### src/rtl/perceptron_trainer_pkg.sv
// Shared Q16.16 constants and FSM state encoding for the perceptron trainer.
package perceptron_trainer_pkg;

  localparam int unsigned WEIGHT_W = 32;

  // Signed 32-bit saturation bounds for weight arithmetic.
  localparam logic [WEIGHT_W-1:0] SAT_MAX = 32'h7FFF_FFFF;
  localparam logic [WEIGHT_W-1:0] SAT_MIN = 32'h8000_0000;

  typedef enum logic [2:0] {
    StIdle,
    StSettle,
    StEval,
    StUpdate,
    StResult
  } state_e;

endpackage

### src/rtl/sat_addsub.sv
// 32-bit signed saturating add/subtract, purely combinational.
module sat_addsub
  import perceptron_trainer_pkg::*;
(
  input  logic [WEIGHT_W-1:0] a_i,
  input  logic [WEIGHT_W-1:0] b_i,
  input  logic                sub_i,
  output logic [WEIGHT_W-1:0] y_o
);

  logic [WEIGHT_W:0] a_ext;
  logic [WEIGHT_W:0] b_ext;
  logic [WEIGHT_W:0] full;

  // One guard bit exposes overflow; clamp instead of wrapping.
  always_comb begin
    a_ext = {a_i[WEIGHT_W-1], a_i};
    b_ext = {b_i[WEIGHT_W-1], b_i};
    full  = sub_i ? (a_ext - b_ext) : (a_ext + b_ext);
    if (full[WEIGHT_W] != full[WEIGHT_W-1]) begin
      y_o = full[WEIGHT_W] ? SAT_MIN : SAT_MAX;
    end else begin
      y_o = full[WEIGHT_W-1:0];
    end
  end

endmodule

### src/rtl/perceptron_trainer.sv
// Perceptron training controller: latches a binary sample, waits for the external
// weighted_sum to settle, classifies, applies the perceptron rule on error and
// reports the result.
module perceptron_trainer
  import perceptron_trainer_pkg::*;
#(
  parameter int unsigned        N           = 8,
  parameter int unsigned        LATENCY     = 2,
  parameter logic [31:0]        ETA         = 32'h0000_1000,
  parameter logic signed [31:0] THRESHOLD   = 32'sh0000_0000,
  parameter logic [31:0]        INIT_WEIGHT = 32'h0000_0000
) (
  input  logic                  clk,
  input  logic                  rst,
  input  logic                  sample_valid,
  output logic                  sample_ready,
  input  logic [N-1:0]          x_in,
  input  logic                  target,
  input  logic [31:0]           sum,
  output logic [N-1:0]          x,
  output logic [WEIGHT_W*N-1:0] w,
  input  logic                  w_load,
  input  logic [WEIGHT_W*N-1:0] w_load_data,
  input  logic                  clr_count,
  output logic                  result_valid,
  output logic                  y,
  output logic                  err,
  output logic [15:0]           err_count
);

  localparam int unsigned CntW = (LATENCY < 1) ? 1 : $clog2(LATENCY + 1);
  localparam logic [CntW-1:0] CntLast = CntW'(LATENCY);

  state_e                state_q, state_d;
  logic [CntW-1:0]       cnt_q, cnt_d;
  logic [N-1:0]          x_q, x_d;
  logic                  tgt_q, tgt_d;
  logic [WEIGHT_W*N-1:0] w_q, w_d;
  logic                  y_q, y_d;
  logic                  err_q, err_d;
  logic [15:0]           err_count_q, err_count_d;

  logic [WEIGHT_W*N-1:0] w_upd;
  logic                  y_new;
  logic                  err_new;

  // Candidate weights for an UPDATE cycle; only active inputs move.
  // An update only happens on error, so y == ~target and target alone picks the direction.
  for (genvar i = 0; i < N; i++) begin : g_lane
    logic [WEIGHT_W-1:0] lane_sum;

    sat_addsub u_sat (
      .a_i   (w_q[i*WEIGHT_W +: WEIGHT_W]),
      .b_i   (ETA),
      .sub_i (~tgt_q),
      .y_o   (lane_sum)
    );

    assign w_upd[i*WEIGHT_W +: WEIGHT_W] = x_q[i] ? lane_sum : w_q[i*WEIGHT_W +: WEIGHT_W];
  end

  assign y_new   = ($signed(sum) >= THRESHOLD);
  assign err_new = (y_new != tgt_q);

  // Next-state, datapath and counter logic for the training sequence.
  always_comb begin
    state_d     = state_q;
    cnt_d       = cnt_q;
    x_d         = x_q;
    tgt_d       = tgt_q;
    w_d         = w_q;
    y_d         = y_q;
    err_d       = err_q;
    err_count_d = err_count_q;

    unique case (state_q)
      StIdle: begin
        // A load coinciding with an accept lands first, so SETTLE sees loaded weights.
        if (w_load) begin
          w_d = w_load_data;
        end
        if (sample_valid) begin
          x_d     = x_in;
          tgt_d   = target;
          cnt_d   = '0;
          state_d = StSettle;
        end
      end
      StSettle: begin
        if (cnt_q == CntLast) begin
          cnt_d   = '0;
          state_d = StEval;
        end else begin
          cnt_d = cnt_q + CntW'(1);
        end
      end
      StEval: begin
        y_d   = y_new;
        err_d = err_new;
        if (err_new && (err_count_q != 16'hFFFF)) begin
          err_count_d = err_count_q + 16'd1;
        end
        state_d = err_new ? StUpdate : StResult;
      end
      StUpdate: begin
        w_d     = w_upd;
        state_d = StResult;
      end
      StResult: begin
        state_d = StIdle;
      end
      default: begin
        state_d = StIdle;
      end
    endcase

    // Clear takes priority over a coincident increment.
    if (clr_count) begin
      err_count_d = '0;
    end
  end

  // State registers with synchronous active-high reset; reset drops any in-flight sample.
  always_ff @(posedge clk) begin
    if (rst) begin
      state_q     <= StIdle;
      cnt_q       <= '0;
      x_q         <= '0;
      tgt_q       <= 1'b0;
      w_q         <= {N{INIT_WEIGHT}};
      y_q         <= 1'b0;
      err_q       <= 1'b0;
      err_count_q <= '0;
    end else begin
      state_q     <= state_d;
      cnt_q       <= cnt_d;
      x_q         <= x_d;
      tgt_q       <= tgt_d;
      w_q         <= w_d;
      y_q         <= y_d;
      err_q       <= err_d;
      err_count_q <= err_count_d;
    end
  end

  assign sample_ready = (state_q == StIdle);
  assign result_valid = (state_q == StResult);
  assign x            = x_q;
  assign w            = w_q;
  assign y            = y_q;
  assign err          = err_q;
  assign err_count    = err_count_q;

endmodule

### config.mk
export PLATFORM = sky130hd
export DESIGN_NAME = perceptron_trainer
export DESIGN_NICKNAME = d
export VERILOG_FILES = /design/src/rtl/perceptron_trainer_pkg.sv /design/src/rtl/sat_addsub.sv /design/src/rtl/perceptron_trainer.sv
export SDC_FILE = /design/constraint.sdc
export NUM_CORES = 1
export LEC_CHECK = 0
export BUFFER_PORTS_ARGS = -buffer_cell sky130_fd_sc_hd__buf_2
export CAP_MARGIN = 25
export CORE_AREA = 4 4 229 231
export CTS_BUF_LIST = sky130_fd_sc_hd__clkbuf_2 sky130_fd_sc_hd__clkbuf_4 sky130_fd_sc_hd__clkbuf_8
export DETAILED_ROUTE_END_ITERATION = 12
export DIE_AREA = 0 0 233 235
export MAX_ROUTING_LAYER = met4
export PLACE_DENSITY = 0.63
export SYNTH_ARGS = -nofsm -noshare
export SYNTH_HDL_FRONTEND = slang
export SYNTH_SLANG_ARGS = --single-unit
### constraint.sdc
create_clock -name clk -period 6.9 [get_ports clk]
set_clock_uncertainty 0.2 [all_clocks]
set_input_delay 0.345 -clock clk [delete_from_list [all_inputs] [get_ports clk]]
set_output_delay 0.345 -clock clk [all_outputs]
set_load 0.005 [all_outputs]
[Yosys cells after proc, flatten, opt, wreduce, memory -nomap -nowiden]
Index checks and enable logic that the tools add are counted.
Storage, ports and cells
  output and inout bits: 284
  register bits after elaboration: 288
  bits of input ports: 302
  word-level logic and storage cells: 118
Operators by class
  eq/ne operators: 26
  magnitude comparators: 1
  reduce and logical (&&, ||, !) cells: 17
  add/sub/neg operators: 18
  multiplexer cells: 41
Operator list (number)
  $mux 32: 24
  $pmux 256 s2: 1
  $add 32x14->33 const B: 8
  $mux 33: 8
  $sub 32x14->33 const B: 8
  $mux 256: 1
  $ge 32x1->1 const B: 1
  $reduce_and 3->1: 8
  $ne 2x2->1 const B: 10
  $add 16x1->16 const B: 1
  $ne 16x16->1 const B: 1
  $pmux 3 s4: 1
  $mux 3: 3
  $ne 1x1->1: 9
  $reduce_and 2->1: 4
  $eq 3x2->1 const B: 2
  $mux 2: 2
  $pmux 2 s2: 1
  $reduce_bool 2->1: 2
  $eq 3x1->1 const B: 1
  $eq 3x3->1 const B: 1
  $logic_not 3->1: 1
  $add 2x1->2 const B: 1
  $eq 2x2->1 const B: 1
  other kinds (3): 3

[Depth between registers and ports, before layout]
  word-level depth: 6
  depth in mapped cells: 18
  depth with buffers taken out: 17

[Cells and area by module]
From an unflattened synthesis, not the netlist that was laid out.
Unflattened totals
  cells, all modules: 4987
  area total of the unflattened synthesis: 35021.1 um2
Modules (own cells, without submodules)
  perceptron_trainer: seq. area each 5765.5 um2, area each 12659.6 um2, cells each 1624, times used 1
  sat_addsub (g_lane[1].u_sat ...): seq. area each 0.0 um2, area each 2810.2 um2, cells each 426, times used 4
  sat_addsub (g_lane[5].u_sat ...): seq. area each 0.0 um2, area each 2777.7 um2, cells each 411, times used 3
  sat_addsub (g_lane[0].u_sat): seq. area each 0.0 um2, area each 2787.7 um2, cells each 426, times used 1

[Worst setup path before layout]
No wires, ideal clock.
  path type: flip-flop to flip-flop
  start point: reg tgt_q
  end point: reg w_q[151] (netlist: w[151])
  period minus slack after synthesis: 6.731 ns
  cell stages (with the launch flop): 16
  library setup time: 0.095 ns
  arrival: 6.436 ns
  buffers on the path: 2
  setup slack: 0.169 ns
  cell sequence: dfxtp_1 -> inv_1 -> ha_1 -> a2111oi_4 -> o21ai_0 -> a21oi_1 -> o21ai_1 -> a211o_1 -> a31oi_1 -> o21ai_0 -> xnor2_1 -> ha_1 -> clkbuf_1 -> clkbuf_1 -> nand3_1 -> a221oi_1
Between the ends
  longest elaborated chain between the ends: 5
RTL lines
  from (decl): line perceptron_trainer.sv:37  | logic tgt_q, tgt_d;
  from (signal assigned): line perceptron_trainer.sv:138  | tgt_q <= tgt_d;
  $mux 33 (*): line sat_addsub.sv:19  | full = sub_i ? (a_ext - b_ext) : (a_ext + b_ext);
  $mux 32 / $ne 1x1->1 (equally long branches): line sat_addsub.sv:21, sat_addsub.sv:20
  $mux 32 (*): line sat_addsub.sv:20  | if (full[WEIGHT_W] != full[WEIGHT_W-1]) begin
  $mux 32 (*): line perceptron_trainer.sv:59  | assign w_upd[i*WEIGHT_W +: WEIGHT_W] = x_q[i] ? lane_sum : w_q[i*WEIGHT_W +: WEIGHT_W];
  $pmux 256 s2 (*): line perceptron_trainer.sv:76  | unique case (state_q)
  to (signal assigned): line perceptron_trainer.sv:130  | w_q <= {N{INIT_WEIGHT}};
  to (signal assigned): line perceptron_trainer.sv:139  | w_q <= w_d;
  to (decl): line perceptron_trainer.sv:38  | logic [WEIGHT_W*N-1:0] w_q, w_d;
Every way passes the cells marked *; elsewhere a longest branch is shown, timed or not. The select of a mux whose other input is x is not followed.
A chain may end at the register's enable or synchronous reset.

[Worst setup path after layout]
  start point: reg tgt_q
  end point: reg w_q[117] (netlist: w[117])
The elaborated chain is that of the path after synthesis.

==> qor.csv <==
stage,metric,value,unit
run_status,run status,finished clean,
power,Peak VDD IR,0.155,mV
cts,H-tree depth,2,
synth,post-synthesis cell area,20400,um2
cts,Worst-path clk slew,0.06,ns
detailed_routing,DRC Markers,0,
global_routing,global-route wire length before repair,125000,um
job,Max Cap Viol,0,
floorplanning,Core ar.,50100,um2
synth,"FFs w/ async S/R, synth",0,
cts,hold_buf cts,263,
sta,# setup viols final,0,
final_layout,share of cells above drive strength 1,0.222,
sta,Slew headroom,0.311,
detailed_routing,DR WL/cell,19.4,um
min_path,WHS Path Cells,4,
cts,Root Buffer,clkbuf_8,
floorplanning,Die Wd,233,um
min_path,Hold Crit Class,in2reg,
cts,maximum root-to-sink buffer count,3,
power,clock power share,0.254,
sta,RSZ-0062 raised after global routing,false,
cts,CTS tree,done,
floorplanning,Starting Density,0.408,
detailed_routing,antenna-violating nets left,0,
final_layout,Register Area,5770,um2
synth,Mapped Cells,2630,
floorplanning,Die Area,54800,um2
synth,number of flops mapped to enable cells by yosys,0,
power,sw frac,0.416,
power,Seq pwr share,0.267,
critical_path,crit path capture type,flop,
final_layout,# fillers,4704,
floorplanning,Ports,586,
synth,Ys Warns,0,
sta,worst slew pin tran,1.03,ns
sta,part of the cycle the worst path needs,0.833,
power,Pint,0.00434,W
power,Static Leak,12.3,nW
detailed_routing,Vias,23400,
cts,clk_lat worst skew,0.67,ns
synth,sequential element share of the synthesized area,0.282,
detailed_routing,Initial DRC Count,1622,
cts,CTS Sinks,288,
global_routing,initial antenna violation count,13,
critical_path,worst path arrival time,6.05,ns
final_layout,"Area growth, synth to finish",35.2,%
sta,fin crit period,5.75,ns
global_routing,pin count of the biggest net entering global routing,99,
synth,"flops & latches, synth",288,
final_layout,Post-Layout Cell Count,4105,
synth,Yosys top cell area share,0.282,
critical_path,RR Startpoint,tgt_q,
cts,"Setup Fix Bufs, Post-CTS",0,
critical_path,Worst EP required,7.20,ns
min_path,min-delay src,w_load_data[179],
critical_path,r2r worst-path depth,16,
floorplanning,Placement Rows,82,
sta,setup_tns,0,ns
synth,post-synth cell types,94,
global_routing,GRT Resource Usage Total,0.285,
synth,Post-synth top flop,dfxtp_1,
cts,Num CTS Buffers,55,
critical_path,Worst R2R End,w[117],
place,dpl cells,3724,
synth,largest area contributor in the netlist,dfxtp_1,
synth,Mean Syn Cell Area,7.77,um2
synth,top-count cell post-synth,a21oi_1,
detailed_routing,Avg Vias per Cell,5.71,
sta,Max Clock Freq,0.174,GHz
detailed_routing,DRT Pass-1 Iters,5,
place,I/O Buffers,554,
power,NetSw,0.00310,W
global_routing,vias in the first global route,22900,
min_path,Hold EP,w[179],
critical_path,Setup Crit Path Kind,reg2reg,
global_routing,grt ovf,0,
cts,post-cts sizing count,0,
sta,Final Hold Fails,0,
floorplanning,height of the chip,235,um
power,PD cells,269,nW/um2
place,gpl congestion,0.933,
synth,synth cell count leaders,"a21oi_1, dfxtp_1, nor2_1",
critical_path,Worst setup SP type,flop,
synth,synthesized net count,3115,
final_layout,multi-input logic area,13900,um2
power,Comb power frac,0.479,
sta,Slew Limit Fails,0,
final_layout,nets@finish,3860,
synth,synth top area cells,"dfxtp_1, ha_1, a21oi_1",
critical_path,CP Max Fanout,87,
detailed_routing,final WL,79600,um
place,Post-DP HPWL,56200,um
critical_path,r2r setup slk,1.15,ns
## cell type report
cell class / count / area share
timing repair buffer: 849 / 0.205
clock inverter: 13 / 0.00489
antenna: 15 / 0.00136
inverter: 49 / 0.00684
tap: 672 / 0.0304
sequential: 288 / 0.209
multi-input combinational: 2132 / 0.503
clock buffer: 87 / 0.0393
## layer usage
| layer | part of all wire | vias to the layer above | global-route usage |
|---|---|---|---|
| li1 | - | 11300 | - |
| met4 | 0.042 | 0 | 0.111 |
| met5 | 0 | - | - |
| met1 | 0.42 | 11000 | 0.346 |
| met3 | 0.068 | 213 | 0.0529 |
| met2 | 0.47 | 882 | 0.466 |
## power groups by stage
stage	Combinational, W	Clock (W)	Sequential (W)
after floorplan	0.00244	0	0.00199
after global routing	0.00395	0.00200	0.00200
after CTS	0.00353	0.00193	0.00198
after global placement	0.00332	0	0.00201
after detailed placement	0.00338	0	0.00202
final	0.00357	0.00189	0.00199
## worst max path at each step
stage / end / slack, ns / startpoint
after global routing: w[117] / 0.77 / tgt_q
after CTS: w[56] / 1.16 / tgt_q
after global placement: w[45] / 1.31 / tgt_q
final: w[117] / 1.15 / tgt_q
after floorplan: w[151] / 0.17 / tgt_q
after detailed placement: w[56] / 1.21 / tgt_q
## cells by family (layout without fill, tap and decap cells)
kind of cell	after synthesis	after routing	share of synthesized area
and+or+nand+nor	827	827	0.189
xor gates and xnor gates	131	131	0.0561
adders and majority gates	183	183	0.115
muxes	5	5	0.00251
other	0	15	0
buffers and inverters	210	998	0.0409
DFF	288	288	0.282
AOI/OAI and AO/OA	986	986	0.314
## placed cells by master, fill, tap and decap left out, drive strengths merged, types with 27 or more instances in the layout
cell type    count
buf            585
a21oi          336
dfxtp          288
nor2           275
dlygate4sd3    263
nand2          210
o21ai          198
ha             175
a211oi         133
clkbuf          88
xnor2           80
nor3            79
nand3           78
a21o            52
xor2            51
inv             50
o31ai           39
or3             36
a221oi          27
## worst max-delay path: stages (launching register included)
cell and delay [ns]:
dfxtp_1 0.37, inv_6 0.57, ha_1 0.39, a211o_1 0.31
a211oi_1 0.31, nor3_1 0.15, o21ai_1 0.23, o21ai_1 0.14
a21o_1 0.20, a21o_1 0.21, xnor2_1 0.13, ha_1 0.86
nor3_1 0.13, o211ai_1 0.17, nand3_1 0.52, a211oi_1 0.48
nor4_1 0.09
## per-stage QoR
step	setup WS, ns	total power (W)	instance area [um2]	utilization	hold slack, ns
3_3_place_gp	1.31	0.00533	23700	0.473	0.257
4_1_cts	1.16	0.00744	27600	0.550	0.00310
2_1_floorplan	0.169	0.00443	20400	-	0.241
3_5_place_dp	1.21	0.00540	23700	0.473	0.267
6_report	1.15	0.00744	27600	0.552	0.0481
5_1_grt	0.768	0.00796	27600	0.552	0.0317
## sequential cells by signal, indices dropped and copies added, names as in the netlist
name,cells
y,1
cnt_q,2
w,256
state_q,3
tgt_q,1
err_count,16
x,8
err,1
No activity file was read; power rests on OpenSTA's default activity.
